==> src/rtl/switch_time_sequencer.sv <==
// Schedule engine: toggles ctl at each time in a strictly increasing table.
// Build option SWITCH_SEQ_REPEAT_EN: replay the table until abort.
module switch_time_sequencer #(
   parameter int DEPTH = 8,
   parameter int TW = 32,
   parameter bit INIT = 1'b0,
   localparam int IW = (DEPTH > 1) ? $clog2(DEPTH) : 1
) (
   input  logic          clk,
   input  logic          rst_n,
   input  logic          wr_valid,
   output logic          wr_ready,
   input  logic [TW-1:0] wr_time,
   input  logic          clear,
   input  logic          start,
   input  logic          abort,
   output logic          busy,
   output logic          done,
   output logic          ctl,
   output logic          evt_pulse,
   output logic [IW-1:0] evt_idx,
   output logic          err
);

   localparam int CW = $clog2(DEPTH + 1);

   typedef enum logic [1:0] {
      S_IDLE,
      S_RUN,
      S_DONE
   } state_t;

   state_t        state;
   logic [TW-1:0] tbl [DEPTH];
   logic [CW-1:0] count;
   logic [IW-1:0] idx;
   logic [IW-1:0] last_idx;
   logic [TW-1:0] timer;
   logic          ordered;
   logic          wr_try;
   logic          wr_fire;
   logic          wr_bad;
   logic          match;
   logic          last_hit;
   logic          go_empty;

   assign wr_ready = (state == S_IDLE)
                   && (count < CW'(DEPTH));
   assign last_idx = IW'(count - CW'(1));
   assign ordered  = (count == '0)
                   || (wr_time > tbl[last_idx]);
   assign wr_try   = wr_valid && wr_ready && !clear;
   assign wr_fire  = wr_try && ordered;
   assign wr_bad   = wr_try && !ordered;
   assign match    = (timer == tbl[idx]);
   assign last_hit = (CW'(idx) == count - CW'(1));
   // A run needs at least one entry, counting a same-cycle write.
   assign go_empty = clear
                   || ((count == '0) && !wr_fire);

   // Table storage carries no reset; count defines valid entries.
   always_ff @(posedge clk) begin
      if (wr_fire) begin
         tbl[IW'(count)] <= wr_time;
      end
   end

   always_ff @(posedge clk or negedge rst_n) begin
      if (!rst_n) begin
         state     <= S_IDLE;
         count     <= '0;
         idx       <= '0;
         timer     <= '0;
         ctl       <= INIT;
         busy      <= 1'b0;
         done      <= 1'b0;
         evt_pulse <= 1'b0;
         evt_idx   <= '0;
         err       <= 1'b0;
      end else begin
         done      <= 1'b0;
         evt_pulse <= 1'b0;
         unique case (state)
            S_IDLE: begin
               if (clear) begin
                  count <= '0;
                  err   <= 1'b0;
               end else if (wr_fire) begin
                  count <= count + CW'(1);
               end else if (wr_bad) begin
                  err <= 1'b1;
               end
               if (start) begin
                  ctl   <= INIT;
                  idx   <= '0;
                  timer <= '0;
                  if (go_empty) begin
                     state <= S_DONE;
                     done  <= 1'b1;
                  end else begin
                     state <= S_RUN;
                     busy  <= 1'b1;
                  end
               end
            end
            S_RUN: begin
               if (abort) begin
                  state <= S_IDLE;
                  busy  <= 1'b0;
                  ctl   <= INIT;
                  idx   <= '0;
               end else begin
                  timer <= timer + TW'(1);
                  if (match) begin
                     ctl       <= ~ctl;
                     evt_pulse <= 1'b1;
                     evt_idx   <= idx;
                     idx       <= idx + IW'(1);
                     if (last_hit) begin
                        done <= 1'b1;
                        idx  <= '0;
`ifdef SWITCH_SEQ_REPEAT_EN
                        timer <= '0;
`else
                        state <= S_DONE;
                        busy  <= 1'b0;
`endif
                     end
                  end
               end
            end
            S_DONE: begin
               state <= S_IDLE;
            end
            default: begin
               state <= S_IDLE;
            end
         endcase
      end
   end

endmodule

==> config.mk <==
export PLATFORM = sky130hd
export DESIGN_NAME = switch_time_sequencer
export DESIGN_NICKNAME = d
export VERILOG_FILES = /design/src/rtl/switch_time_sequencer.sv
export SDC_FILE = /design/constraint.sdc
export NUM_CORES = 1
export LEC_CHECK = 0
export BUFFER_PORTS_ARGS = -buffer_cell sky130_fd_sc_hd__clkbuf_2
export CAP_MARGIN = 20
export CORE_UTILIZATION = 24
export DETAILED_ROUTE_END_ITERATION = 8
export PLACE_DENSITY = 0.49
export SLEW_MARGIN = 20
export SYNTH_ARGS = -nofsm -noshare
export SYNTH_HDL_FRONTEND = slang
export SYNTH_SLANG_ARGS = --single-unit
==> constraint.sdc <==
create_clock -name clk -period 17.79 [get_ports clk]
set_input_delay 0.8895 -clock clk [delete_from_list [all_inputs] [get_ports clk]]
set_output_delay 0.8895 -clock clk [all_outputs]
set_load 0.01 [all_outputs]
* Word-level counts from Yosys, hierarchy flattened
Memories as Yosys holds them, arrays and structs flattened.
Index checks and enable logic that the tools add are counted.
** Cells by class
- Add/subtract/negate cells :: 4
- Order comparisons :: 2
- Eq/ne operators :: 9
- Muxes and demuxes :: 40
- Bitwise logic cells :: 2
- Reductions and logical operators :: 23
** Operators with widths (count)
- 2-to-1 mux 32 bit :: 2
- case mux 32 bit (2 select lines) :: 1
- adder 32 x 1 -> 32 bit, second input constant :: 1
- == test 32 bit :: 1
- greater-than comparator 32 bit :: 1
- 2-to-1 mux 1 bit :: 21
- AND reduction 3 bit :: 5
- 2-to-1 mux 3 bit :: 4
- 2-to-1 mux 2 bit :: 5
- 2-to-1 mux 4 bit :: 2
- inequality test 2 bit, second input constant :: 4
- logical AND 1 bit :: 6
- inequality test 3 bit, second input constant :: 2
- case mux 1 bit (2 select lines) :: 3
- case mux 3 bit (2 select lines) :: 1
- nonzero test 2 bit :: 3
- AND reduction 5 bit :: 1
- adder 4 x 1 -> 4 bit, second input constant :: 1
- == test 3 x 4 -> 1 bit :: 1
- zero test 4 bit :: 1
- less-than comparator 4 bit, second input constant :: 1
- case mux 2 bit (2 select lines) :: 1
- subtractor 4 x 1 -> 4 bit, second input constant :: 1
- adder 3 x 1 -> 3 bit, second input constant :: 1
- 6 further kinds :: 10
** Word-level totals
- Flip-flop bits (word level) :: 49
- Memory bits (writable) :: 256
- Input bits :: 38
- Output and inout bits :: 9
- Word-level logic and storage cells :: 91
- Memories :: 1
** Memory list
- tbl :: words 8, width 32, rd ports 2, clocked after memory_dff 0, write ports 1, line 34 : logic [TW-1:0] tbl [DEPTH];

* Longest topological paths before layout
- Depth after elaboration :: 11
- Depth in mapped cells :: 17

* Worst setup path before layout
Ideal clock, no wire load.
- Kind :: reg-to-reg
- Start point :: register count[1]
- End point :: memory tbl[1][0] (enable)
- Setup time :: 502 ps
- Data arrival time :: 7009 ps
- Required time :: 17288 ps
- Setup slack :: 10279 ps
- Stages on the path, launching flop included :: 18
- Buffers on the path :: 3
- Path through :: dfrtp_1 -> clkbuf_1 -> inv_1 -> ha_1 -> clkbuf_1 -> clkbuf_1 -> mux4_2 -> mux2i_1 -> ha_1 -> a21o_1 -> a21o_1 -> a2111oi_0 -> or4_1 -> a21oi_1 -> a2111oi_0 -> a21oi_1 -> nand2_1 -> nor4_1
** On the way
- Longest elaborated chain between the ends :: 7
** RTL lines
- start: declaration :: line 35 : logic [CW-1:0] count;
- start signal: assignment :: line 89 : count <= count + CW'(1);
- subtractor 4 x 1 -> 4 bit / less-than comparator 4 bit (equally long branches)
- memory read (8 x 32 bit) / logical AND 1 bit (equally long branches)
- greater-than comparator 32 bit / logical AND 1 bit (equally long branches) :: line 51, 52
- logical OR 1 bit / logical AND 1 bit (equally long branches) :: line 51, 52
- logical AND 1 bit :: line 53 : assign wr_fire = wr_try && ordered;
- 2-to-1 mux 1 bit :: line 63 : if (wr_fire) begin
- 2-to-1 mux 1 bit (not written as such) :: line 64 : tbl[IW'(count)] <= wr_time;
- end: declaration :: line 34
Parallel ways exist; a longest one is shown, timed or not.

* Final worst setup path
- Start point :: register count[0]
- End point :: memory tbl[6][25] (enable)
Same word-level chain as after synthesis.

==> impl.org <==
** Worst setup path
- Data arrival time of the worst path :: 6900 ps
- The worst setup path is captured at a flop.
- Reg2Reg Setup Slack :: 11090 ps
- Following the worst setup path forward leads to its endpoint at tbl[6][25].
- Endpoint of the worst-slack reg-to-reg timing path :: tbl[6][25]
- The worst setup path is launched from a flop.
- First element of the critical path :: count[0]
- Required time of the critical path :: ~18000 ps
- Origin of the critical flop-to-flop path :: count[0]
- By startpoint and endpoint, the worst setup path is classified as flop to flop.
- Worst Path Max Fanout :: 43
- Measured in cells, the most critical reg-to-reg path has a length of 15.

** Routing
- Drt total wl :: 40800 um
- Iter 0 DRT Violations :: 740
- Remaining design rule violation count :: 0
- In this run the remaining antenna-violating nets after routing total 0.
- Number of detailed-routing iterations run before antenna repair :: 5
- Dividing the detail-routed wire length by the instance count gives roughly 22 um.
- Detailed routing inserted a total of about 8600 vias.
- Dividing the detail-routed via count by the number of cells gives approximately 4.7.

** Job
- The tool flagged a number of max-cap violations equal to 0.

** Placement
- HPWL after detailed placement :: 26600 um
- Number of instances in the placed design :: roughly 1800
- At the end of routability-driven placement, the weighted congestion stood at around 0.8.
- Input and output buffers added on the ports amount to 46.
- OpenSTA, run right after detailed placement, puts the worst setup slack at approximately 11000 ps.

** Final layout
- Of the cells placed in the final design, the portion with a size suffix greater than 1 is 0.255.
- Nets :: approximately 1000
- Area growth from synthesis to final layout :: 15.7%
- Number of diodes added for antenna fixing :: 0
- After the flow finishes, the layout carries non-filler instances totaling about 1800.

** Clock network
- Cts bufs inserted :: 36
- Total number of clock tree sinks :: about 300
- CTS Root Buffer Type :: clkbuf_16
- Setup repair bufs after CTS :: 0
- In this run the number of H-tree levels came out at 2.
- Clock tree from TritonCTS :: built
- After clock tree synthesis, the clock-pin slew on the worst setup and hold paths is around 60 ps.
- Max Buffers Root-to-Sink :: 3
- After clock tree synthesis, the repair step resized 0 gates.
- The later pin in the worst-skew pair is clocked with a latency of about 550 ps.
- In this run, post-CTS hold repair placed 0 buffers.

** Global route
- Summed over all layers, the global routing overflow is 0.
- The first global-routing pass estimated approximately 61000 um of wire.
- The number of antenna violations at the first check in global routing is 1.
- Via count of the first global-routing pass :: 8850
- Across every metal layer, demand over resource in global routing totals 0.131.
- Entering global routing, the biggest net connects 50 pins.

** Min path
- Class of the tightest hold or removal check :: primary input to asynchronous set/reset pin

** Timing
- Count of endpoints failing hold in the final timing report :: 0
- Worst relative slew slack :: 0.390
- Dividing the final minimum period by the clock period gives 0.377.
- Setup TNS :: 0 ps
- Least-Margin Pin Slew :: ~900 ps
- Based on the critical path, the design can be clocked at up to 0.149 GHz.
- Subtracting the final worst setup slack from the clock period gives roughly 6700 ps.
- Least setup slack across all paths after layout :: between 10000 and 15000 ps
- Worst clock skew :: 11.3 ps
- Setup violations remaining at the end of the flow were counted as 0.
- The number of pins exceeding their max-slew limit in the final report came to 0.
- The tightest hold path in the finished design has a slack of ~480 ps.
- Unrepaired setup endpoints after global routing :: no

** Die
- For this configuration, the core starts out at a cell density of 0.243.
- The floorplan has 91 rows.
- Measured along the y axis, the die boundary spans roughly 250 um.
- From left edge to right edge, the die measures approximately 250 um.
- In this run the standard cell core region covers ~62000 um2.
- IO Pins :: 47
- Area of the die :: about 64000 um2

** Logic synthesis
- After synthesis, the mean cell area works out to around 16 um2.
- Of the synthesized area, sequential elements account for 0.591.
- Synthesis inferred 305 register bits.
- Count of flip-flops with a built-in enable after synthesis :: ~260
- Post-synthesis instance area :: 15100 um2
- Synthesis produced a netlist whose cell count is ~910.
- Fraction of synthesis flops using an asynchronous set or reset pin :: 0.161
- Net count after synthesis :: slightly below 1000
- The number of different library cells used by synthesis comes to 59.
- For this run, the leading register cell type out of synthesis is edfxtp_1.
- The Yosys step of the flow raised 0 warnings.

** Power
- Across the VDD grid, the largest voltage drop is approximately 0.000066 V.
- Pleak :: 5.80 nW
- The design draws between 2 and 2.5 mW.
- Power per unit of standard cell area :: about 130 nW/um2

** Status
- The flow ran to the end, and the final reports show no timing, DRC or antenna violations.
critical path, cell delays in order, from the launching register on:
cell	delay, ps
dfrtp_4	800
inv_1	260
ha_4	600
buf_4	620
mux4_2	340
mux2i_1	80
ha_1	340
nand4_1	100
or2_2	360
nor4_1	410
o221a_2	260
a2111oi_0	80
a21oi_1	490
nand2_1	250
nor3_2	740
buf_4	510
cell families after synthesis:
family                   share of synthesized area
flip-flops                                   0.591
multiplexers                                 0.231
AND/OR/NAND/NOR                             0.0564
AO/OA/AOI/OAI                               0.0342
XOR/XNOR                                    0.0348
buffers and inverters                       0.0222
adder cells (fa/ha/maj)                     0.0299
how the worst min path moves through the flow:
| stage | slack, ps | cells after the start | to |
|---|---|---|---|
| 6_report | 480 | 2 | timer[28] |
| 5_1_grt | 510 | 2 | timer[28] |
| 4_1_cts | 490 | 2 | timer[0] |
| 3_5_place_dp | 500 | 1 | evt_idx[2] |
| 3_3_place_gp | 500 | 1 | evt_idx[2] |
| 2_1_floorplan | 510 | 2 | count[3] |
layer usage:
layer  up-vias  global-route usage  share of wire
met5         -                   0        0.00042
met4         2              0.0367          0.021
met3        53              0.0330          0.060
met2       214               0.197           0.45
met1      4492               0.184           0.47
li1       3799                   -              -
power breakdown:
group	internal (mW)	switching, mW	leakage, nW
Combinational	0.285	0.345	2.28
Sequential	0.812	0.0368	2.98
Clock	0.421	0.303	0.542
flip-flops by register name (all words and copies together) (netlist names):
register,count
evt_pulse,1
done,1
evt_idx,3
idx,3
ctl,1
state,2
busy,1
err,1
timer,32
tbl,256
count,4
cell usage after synthesis (2+ instances only):
library cell,n,area share
edfxtp_1,256,0.51
mux4_2,110,0.16
mux2i_1,89,0.059
dfrtp_1,49,0.081
nor2_1,41,0.010
nand2_1,39,0.0097
ha_1,36,0.030
xor2_1,34,0.020
xnor2_1,26,0.015
clkbuf_1,22,0.0055
a21oi_1,17,0.0056
nand4_1,17,0.0071
o21ai_0,17,0.0056
a22oi_1,16,0.0080
nand3_1,15,0.0050
nor3_1,11,0.0037
buf_1,10,0.0025
buf_6,9,0.0067
inv_1,9,0.0022
nor4_1,9,0.0037
a21o_1,7,0.0035
or3_1,7,0.0029
nand2b_1,6,0.0025
buf_2,5,0.0017
nor2b_1,5,0.0021
o22ai_1,4,0.0017
a22o_1,3,0.0017
and2_1,3,0.0012
mux2_4,3,0.0030
a2111oi_0,2,0.0012
a211o_1,2,0.0012
and3_1,2,0.00083
and4_1,2,0.0012
buf_8,2,0.0020
mux4_1,2,0.0035
nor3b_1,2,0.0010
o2111ai_1,2,0.0012
o211ai_1,2,0.0010
stage by stage:
step	cell area (um2)	utilization
floorplan	15100	-
global placement	16300	0.263
detailed placement	16300	0.263
CTS	17400	0.282
global route	17400	0.282
finish	17400	0.282
layout by cell type (no fill, tap or decap), drive strengths merged, types with 26 or more instances in the layout:
cell type  instances
clkbuf            90
nor2              41
edfxtp           256
xnor2             26
ha                36
mux2i             89
mux4             112
nand2             39
xor2              34
dfrtp             49
cell type report:
cell class / instances / area (um2)
multi-input combinational: 549 / 5910
sequential: 305 / 8920
tap: 837 / 1050
inverter: 10 / 37.5
clock inverter: 21 / 215
timing repair buffer: 67 / 388
clock buffer: 44 / 931
fill: 6286 / 44500
Power figures use the tool's default switching activity.
